<file path="config.mk">
export PLATFORM = sky130hd
export DESIGN_NAME = dnn_weight_scheduler
export DESIGN_NICKNAME = d
export VERILOG_FILES = /design/src/rtl/dnn_weight_scheduler.sv
export SDC_FILE = /design/constraint.sdc
export NUM_CORES = 1
export LEC_CHECK = 0
export ABC_AREA = 1
export CAP_MARGIN = 10
export CORE_MARGIN = 4
export CORE_UTILIZATION = 41
export CTS_BUF_LIST = sky130_fd_sc_hd__clkbuf_4 sky130_fd_sc_hd__clkbuf_8 sky130_fd_sc_hd__clkbuf_16
export DETAILED_ROUTE_END_ITERATION = 10
export PLACE_DENSITY = 0.85
export RECOVER_POWER = 50
export SKIP_CTS_REPAIR_TIMING = 1
export SLEW_MARGIN = 20
export SYNTH_ARGS = -nofsm -noshare
export SYNTH_HDL_FRONTEND = slang
export SYNTH_SLANG_ARGS = --single-unit
</file>
<file path="constraint.sdc">
create_clock -name clk -period 2.85 [get_ports clk]
set_clock_uncertainty 0.1 [all_clocks]
set_input_delay 0.4275 -clock clk [delete_from_list [all_inputs] [get_ports clk]]
set_output_delay 0.4275 -clock clk [all_outputs]
set_load 0.02 [all_outputs]
</file>
<file path="src/rtl/dnn_weight_scheduler.sv">
// Streams weight rows into a chain of dense systolic layers: counts rows per layer,
// masks unused lanes and tags each registered row with its one-hot target layer.
module dnn_weight_scheduler #(
  parameter int unsigned NumLayers    = 4,
  parameter int unsigned MaxNumNerves = 6,
  parameter int unsigned M_W_BitSize  = 16,
  parameter int unsigned ImageSize    = 16,
  parameter int          LNN [NumLayers-1:0] = '{2, 3, 5, 6},
  localparam int         RowW   = $clog2(max_rows()) + 1,
  localparam int         LayerW = (NumLayers > 1) ? $clog2(NumLayers) : 1
) (
  input  logic                                      clk,
  input  logic                                      res,
  input  logic                                      in_start,
  input  logic                                      in_abort,
  input  logic                                      in_w_valid,
  input  logic [MaxNumNerves-1:0][M_W_BitSize-1:0]  in_weights,
  output logic                                      out_w_ready,
  output logic [MaxNumNerves-1:0][M_W_BitSize-1:0]  out_weights,
  output logic                                      out_w_valid,
  output logic [NumLayers-1:0]                      out_layer_load,
  output logic [RowW-1:0]                           out_row,
  output logic                                      out_busy,
  output logic                                      out_done
);

  // Largest row count of any layer; sizes the row counter and out_row.
  function automatic int max_rows();
    int m;
    m = int'(ImageSize);
    for (int unsigned k = 1; k < NumLayers; k++) begin
      if (LNN[k-1] > m) m = LNN[k-1];
    end
    return m;
  endfunction

  // Layer 0 takes image rows; every later layer takes one row per nerve of its predecessor.
  function automatic int rows_of(input logic [LayerW-1:0] k);
    if (k == '0) return int'(ImageSize);
    return LNN[k - LayerW'(1)];
  endfunction

  typedef enum logic [1:0] {StIdle, StLoad, StDone} state_e;

  state_e              state_q, state_d;
  logic [LayerW-1:0]   layer_q, layer_d;
  logic [RowW-1:0]     row_q, row_d;
  logic                beat;
  logic                row_last;
  logic                layer_last;
  logic [MaxNumNerves-1:0][M_W_BitSize-1:0] masked;
  logic [NumLayers-1:0] layer_oh;

  assign beat       = (state_q == StLoad) && !in_abort && in_w_valid;
  assign row_last   = (int'(row_q) == rows_of(layer_q) - 1);
  assign layer_last = (layer_q == LayerW'(NumLayers - 1));

  always_ff @(posedge clk) begin
    if (res) begin
      state_q <= StIdle;
      layer_q <= '0;
      row_q   <= '0;
    end else begin
      state_q <= state_d;
      layer_q <= layer_d;
      row_q   <= row_d;
    end
  end

  always_comb begin
    state_d = state_q;
    layer_d = layer_q;
    row_d   = row_q;
    unique case (state_q)
      StIdle: begin
        if (in_start) begin
          state_d = StLoad;
          layer_d = '0;
          row_d   = '0;
        end
      end
      StLoad: begin
        // Abort wins over a beat offered in the same cycle.
        if (in_abort) begin
          state_d = StIdle;
          layer_d = '0;
          row_d   = '0;
        end else if (in_w_valid) begin
          if (row_last) begin
            row_d = '0;
            if (layer_last) begin
              state_d = StDone;
              layer_d = '0;
            end else begin
              layer_d = layer_q + LayerW'(1);
            end
          end else begin
            row_d = row_q + RowW'(1);
          end
        end
      end
      StDone:  state_d = StIdle;
      default: state_d = StIdle;
    endcase
  end

  always_comb begin
    out_w_ready = (state_q == StLoad) && !in_abort;
    out_busy    = (state_q == StLoad) || (state_q == StDone);
  end

  // Only the top LNN[k] lanes carry weights for layer k.
  always_comb begin
    masked = '0;
    for (int i = 0; i < int'(MaxNumNerves); i++) begin
      if (i >= int'(MaxNumNerves) - LNN[layer_q]) masked[i] = in_weights[i];
    end
  end

  always_comb begin
    layer_oh          = '0;
    layer_oh[layer_q] = 1'b1;
  end

  always_ff @(posedge clk) begin
    if (res) begin
      out_weights    <= '0;
      out_w_valid    <= 1'b0;
      out_layer_load <= '0;
      out_row        <= '0;
      out_done       <= 1'b0;
    end else begin
      out_w_valid    <= beat;
      out_layer_load <= beat ? layer_oh : '0;
      if (beat) begin
        out_weights <= masked;
        out_row     <= row_q;
      end
      // Delayed one cycle past DONE so it never overlaps the last row's valid.
      out_done <= (state_q == StDone);
    end
  end

endmodule

</file>
## Word level (Yosys, flattened, before mapping)

Index checks and enable logic that the tools add are counted.

- Output and inout port bits: 109
- Bits of input ports: 101
- Bits in read-only memories: 0
- Logic and storage cells: 80
- Register bits: 116
- Memories: 0
- Bits in writable memories: 0
- Latch bits: 0

- Reductions and logical operators: 12
- Multiply operators: 0
- Bitwise gates (word level): 1
- Muxes and demuxes: 32
- $add $sub $neg: 5
- Shifts and indexed selects: 0
- Equality and inequality tests: 8
- Divide/modulo/power cells: 0
- Magnitude comparators: 9

Operators with widths:

| cell | count |
|---|---|
| $bmux W32 S2 | 2 |
| $mux W16 | 6 |
| $mux W32 | 3 |
| $ge A3 B32 Y1 const A | 2 |
| $ge A4 B32 Y1 const A | 2 |
| $eq A6 B32 Y1 | 1 |
| $ge A1 B32 Y1 const A | 1 |
| $ge A2 B32 Y1 const A | 1 |
| $sub A32 B2 Y32 const B | 1 |
| $sub A4 B32 Y32 const A | 1 |
| $mux W5 | 5 |
| $mux W2 | 10 |
| $pmux W5 S2 | 1 |
| $ne A3 B3 Y1 const B | 3 |
| $pmux W2 S2 | 2 |
| $reduce_and A4 Y1 | 2 |
| $lt A2 B3 Y1 const B | 2 |
| $add A5 B1 Y5 const B | 1 |
| $eq A2 B2 Y1 const B | 2 |
| $logic_not A2 Y1 | 2 |
| $logic_and A1 B1 Y1 | 3 |
| $reduce_and A3 Y1 | 1 |
| $add A2 B1 Y2 const B | 1 |
| $demux W1 S2 | 1 |
| other kinds (10) | 11 |

## Logic depth before layout (Yosys ltp)

- Depth in word-level cells: 10
- Depth in mapped cells: 13
- Depth with buffers taken out: 12

## Worst setup path after synthesis

Ideal clock, no wire load.

- Kind: reg-to-reg
- Start: reg layer_q[1]
- End: reg row_q[2]
- Path slack: 0.852 ns
- Data arrival time: 1.783 ns
- Path buffers: 1
- Period minus slack after synthesis: 1.998 ns
- Library setup time: 0.116 ns
- Data required time: 2.634 ns
- Stages on the path, launching flop included: 12
- Path through: dfxtp_1 -> inv_2 -> buf_1 -> ha_1 -> nand2_1 -> nand3_1 -> nor2_1 -> nand2_1 -> nand2_1 -> nand2_2 -> nand2_1 -> nor2_1

- Word-level cells in the longest chain between the ends: 10
- Elaborated cells on any way between the ends: 13
- Those cells by class: add/sub (2); eq/ne (1); mux (9); reduce/logical (1)

Ends and longest elaborated chain:

| item | line | source |
|---|---|---|
| from (decl) | 46 | `logic [LayerW-1:0] layer_q, layer_d;` |
| from (signal assigned) | 65 | `layer_q <= layer_d;` |
| $sub A2 B1 Y2 | 40 | `return LNN[k - LayerW'(1)];` |
| $bmux W32 S2 | 40 |  |
| $mux W32 (implied by the code) | 40 |  |
| $mux W32 * | 40 |  |
| $sub A32 B2 Y32 * | 55 | `assign row_last = (int'(row_q) == rows_of(layer_q) - 1);` |
| $eq A6 B32 Y1 * | 55 |  |
| $mux W5 * | 89 | `if (row_last) begin` |
| $mux W5 * | 88 | `end else if (in_w_valid) begin` |
| $mux W5 * | 84 | `if (in_abort) begin` |
| $pmux W5 S2 * | 74 | `unique case (state_q)` |
| to (signal assigned) | 66 | `row_q <= row_d;` |
| to (decl) | 47 | `logic [RowW-1:0] row_q, row_d;` |

Every way passes the cells marked *; elsewhere a longest branch is shown, timed or not. The select of a mux whose other input is x is not followed.
A chain may end at the register's enable or synchronous reset.

## Worst setup path in the final report

- Start: reg state_q[1]
- End: out out_w_ready

- Word-level cells in the longest chain between the ends: 2

Ends and longest elaborated chain:

| item | line | source |
|---|---|---|
| from (decl) | 45 | `state_e state_q, state_d;` |
| from (signal assigned) | 60 | `state_q <= StIdle;` |
| from (signal assigned) | 64 | `state_q <= state_d;` |
| $eq A2 B1 Y1 | 108 | `out_w_ready = (state_q == StLoad) && !in_abort;` |
| $logic_and A1 B1 Y1 | 108 |  |
| to (decl) | 18 | `output logic out_w_ready,` |

Every way passes these cells.

==> impl_summary.txt <==
----------------------------------------------------
[Worst hold path]
  Origin of the worst min-delay path ... out_weights[30]$_SDFFE_PP0P_
  Tightest Hold Check Type ... reg -> reg

[Critical path]
  Worst setup path startpoint ... state_q[1]$_SDFFE_PP0P_
  Worst-case register-to-register setup slack ... 0.46 ns
  Worst reg2reg startpoint ... state_q[1]$_SDFFE_PP0P_
  Worst path cell trace ... inv_1 > ha_1 > inv_2 > nor2_4 > clkdlybuf4s50_1
  Worst Path Class, Setup ... reg -> out
  Setup crit end kind ... primary output
  Slowest CP cell ... clkdlybuf4s50_1
  Max FO, Critical Path ... 4
  Setup crit start kind ... flip-flop
  CP required ... 2.32 ns
  Reg-to-reg endpoint ... out_weights[50]$_SDFFE_PP0P_
  Capturing instance or port of the critical path ... out_w_ready
  Number of cells on the worst reg-to-reg path ... 10
  Arrival @ worst endpoint ... ~1.9 ns
  CP peak stage delay ... about 0.62 ns

[Yosys]
  Number of cells produced by synthesis ... 560
  Total nets after synthesis ... about 670
  Most used flip-flop cell after synthesis ... dfxtp_1
  Mean cell area of the mapped netlist ... around 7.9 um^2
  Flip-flop and latch count after synthesis ... between 100 and 150
  Leading cell types by total area after synthesis ... dfxtp_1 (52%), a21oi_1 (12%), nand3_1 (9.8%)
  Syn Std Cell Area ... ~4400 um^2
  Number of flops mapped to enable cells by yosys ... 0
  Synth area leader ... dfxtp_1
  Count of unique library cells instantiated by Yosys ... 23
  Syn. warnings ... 0
  Portion of the post-synthesis area used by sequential elements ... 52.2%
  Leading cell type by number of instances after synthesis ... dfxtp_1
  Top cell type's share of synthesized area ... around 52%
  Share of async-settable or async-resettable flops after synthesis ... 0%
  Commonest cells in the netlist ... dfxtp_1 (116), nand2_1 (109), a21oi_1 (104), nand3_1 (87), nor2_1 (37)

[Placement]
  Weighted congestion at the end of routability-driven global placement ... between 0.8 and 0.9
  Placed Cells incl. Taps ... between 800 and 900
  Final HPWL from detailed placement ... 9810 um
  Input/output buffers ... 209
  Worst-case setup slack after placement ... slightly below 0.6 ns

[STA]
  Number of pins exceeding their max-slew limit in the final report ... 83
  Transition time at the pin with the least slew margin ... between 1.5 and 2 ns
  Final critical delay including setup and external delays ... between 2 and 2.5 ns
  Accumulated negative setup slack ... 0 ns
  Part of the cycle the worst path needs ... 84.1%
  Setup repair after global routing missed its margin ... no
  Setup violation total in the final timing report ... 0
  Final Hold Fails ... 0
  Post-route worst setup slack ... 0.454 ns
  Max-slew headroom at the worst pin ... -7.96%
  Highest Clock Rate ... 0.417 GHz

[Global routing]
  Overall Global Routing Usage ... between 20% and 30%
  Maximum number of pins on one net before global-route repair ... 106
  Via count of the first global-routing pass ... between 4000 and 5000
  GR Overflow Total ... 0
  Global-route wire length before repair ... roughly 22000 um
  Antenna violations before repair ... 0

[Finish]
  Antenna diode instance count ... 0
  Layout net count ... approximately 870
  Number of standard cells in the final layout excluding fillers ... between 900 and 1000
  Filler cells ... approximately 840
  Sequential Area ... 2320 um^2
  Layout cells sized above 1 ... under 10%
  Multi-input gate area ... 1830 um^2
  Layout Area Growth over Synthesis ... 60.5%
  End-of-flow core utilization ... 68.2%

[Route]
  Number of optimization iterations in the first detailed-route pass ... 6
  Vias/cell ... between 5 and 6
  WL per Instance ... 15.4 um
  Vias ... between 4000 and 5000
  Post-detailed-route count of antenna-violating nets ... 0
  Number of DRC markers after the initial detailed-route iteration ... around 400
  Routed wire length ... between 10000 and 15000 um
  Residual DRC ... 0

[Floorplanning]
  Initial Util ... a little over two fifths
  Site Rows ... 37
  Floorplan die area ... ~13000 um^2
  IO Count ... 210
  Core box area ... between 10000 and 15000 um^2
  Vert. Die Dim ... roughly 110 um
  Overall die width ... around 110 um

[Clock network]
  Clk Latency, worst-skew pair ... about 0.49 ns
  CTS Root Buffer Type ... clkbuf_8
  CTS tree ... built
  Clock Pin Slew Worst Setup and Hold Paths ... ~0.050 ns
  # clock sinks ... 116
  Clock buffer count from CTS ... 17
  H-tree depth ... 4
  CTS max path bufs ... 2

[Pwr]
  Total power consumption of the routed design ... roughly 5.5 mW
  Worst supply voltage drop on vdd ... 0.000413 V
  Power per unit of standard cell area ... 772 nW/um^2
  Leak pwr ... between 2 and 3 nW

[Run]
  Maximum Capacitance Violations ... 1

[Run status]
  Failing checks ... max-capacitance violations, max-slew violations
  Status ... complete, but fails checks

----------------------------------------------------
-- flip-flops by register name (all words and copies together) (netlist names) --
name and flops:
out_weights 96, out_row 5, row_q 5, out_layer_load 4, layer_q 2, state_q 2
out_done 1, out_w_valid 1
-- worst max-delay path, delay by kind of cell (launching register included) --
kind / cells / cell delay (ns)
adders and majority gates: 1 / 0.17
and+or+nand+nor: 1 / 0.12
buffers and inverters: 3 / 0.77
DFF: 1 / 0.32
-- worst min-delay path by stage --
stage	cells past startpoint	end
finish	2	out_weights[30]$_SDFFE_PP0P_
CTS	2	out_weights[23]$_SDFFE_PP0P_
detailed placement	2	out_weights[23]$_SDFFE_PP0P_
global route	2	out_weights[9]$_SDFFE_PP0P_
floorplan	2	out_row[4]$_SDFFE_PP0P_
global placement	2	out_weights[51]$_SDFFE_PP0P_
-- layout make-up --
type | count | share of cell area [%]
clock inverters | 10 | 1.51
repair buffers | 215 | 30.4
inverters | 22 | 1.16
flip-flops and latches | 116 | 32.5
clock buffers | 21 | 6.40
multi-input cells | 382 | 25.7
well taps | 136 | 2.38
-- cell families after synthesis --
| family | share of synthesized area (%) |
|---|---|
| XOR/XNOR | 0.394 |
| AND/OR/NAND/NOR | 23.7 |
| adder cells (fa/ha/maj) | 3.09 |
| AO/OA/AOI/OAI | 14.4 |
| buffers and inverters | 6.19 |
| flip-flops | 52.2 |
-- stage by stage --
step | hold WS [ns] | cell area, um^2
2_1_floorplan | 0.358 | 4450
3_3_place_gp | 0.350 | 6600
3_5_place_dp | 0.354 | 6600
4_1_cts | 0.363 | 7160
5_1_grt | 0.375 | 7140
6_report | 0.359 | 7140
-- placed cells by master, fill, tap and decap left out --
master	netlist	final
a21oi_1	104	104
buf_12	0	3
buf_2	10	1
buf_4	6	2
bufinv_16	0	2
clkbuf_16	0	16
clkbuf_2	0	1
clkbuf_4	0	2
clkbuf_8	0	3
clkdlybuf4s50_1	0	128
clkinv_2	0	5
clkinvlp_4	0	3
dfxtp_1	116	116
dlygate4sd3_1	0	80
ha_1	11	11
inv_1	17	19
inv_2	5	3
nand2_1	109	109
nand2_2	1	1
nand3_1	87	87
nand3_2	1	1
nor2_1	37	39
nor2_4	1	1
nor3_1	1	1
o21ai_0	24	24
or2_2	2	2
xnor2_1	1	1
xor2_1	1	1
-- layer usage --
metal / share of wire (%) / track usage (%) / up-vias
met5: 0 / 0 / -
met4: 2.2 / 7.61 / 0
met3: 7.6 / 6.04 / 23
met2: 49 / 37.1 / 205
met1: 41 / 24.8 / 2141
li1: - / - / 2256
-- power breakdown --
| part | total [mW] | switching, mW | internal (mW) |
|---|---|---|---|
| Sequential | 1.92 | 0.117 | 1.80 |
| Combinational | 1.59 | 0.985 | 0.608 |
| Clock | 2.00 | 0.706 | 1.29 |
| Total | 5.51 | 1.81 | 3.70 |
No activity file was read; power rests on OpenSTA's default activity.
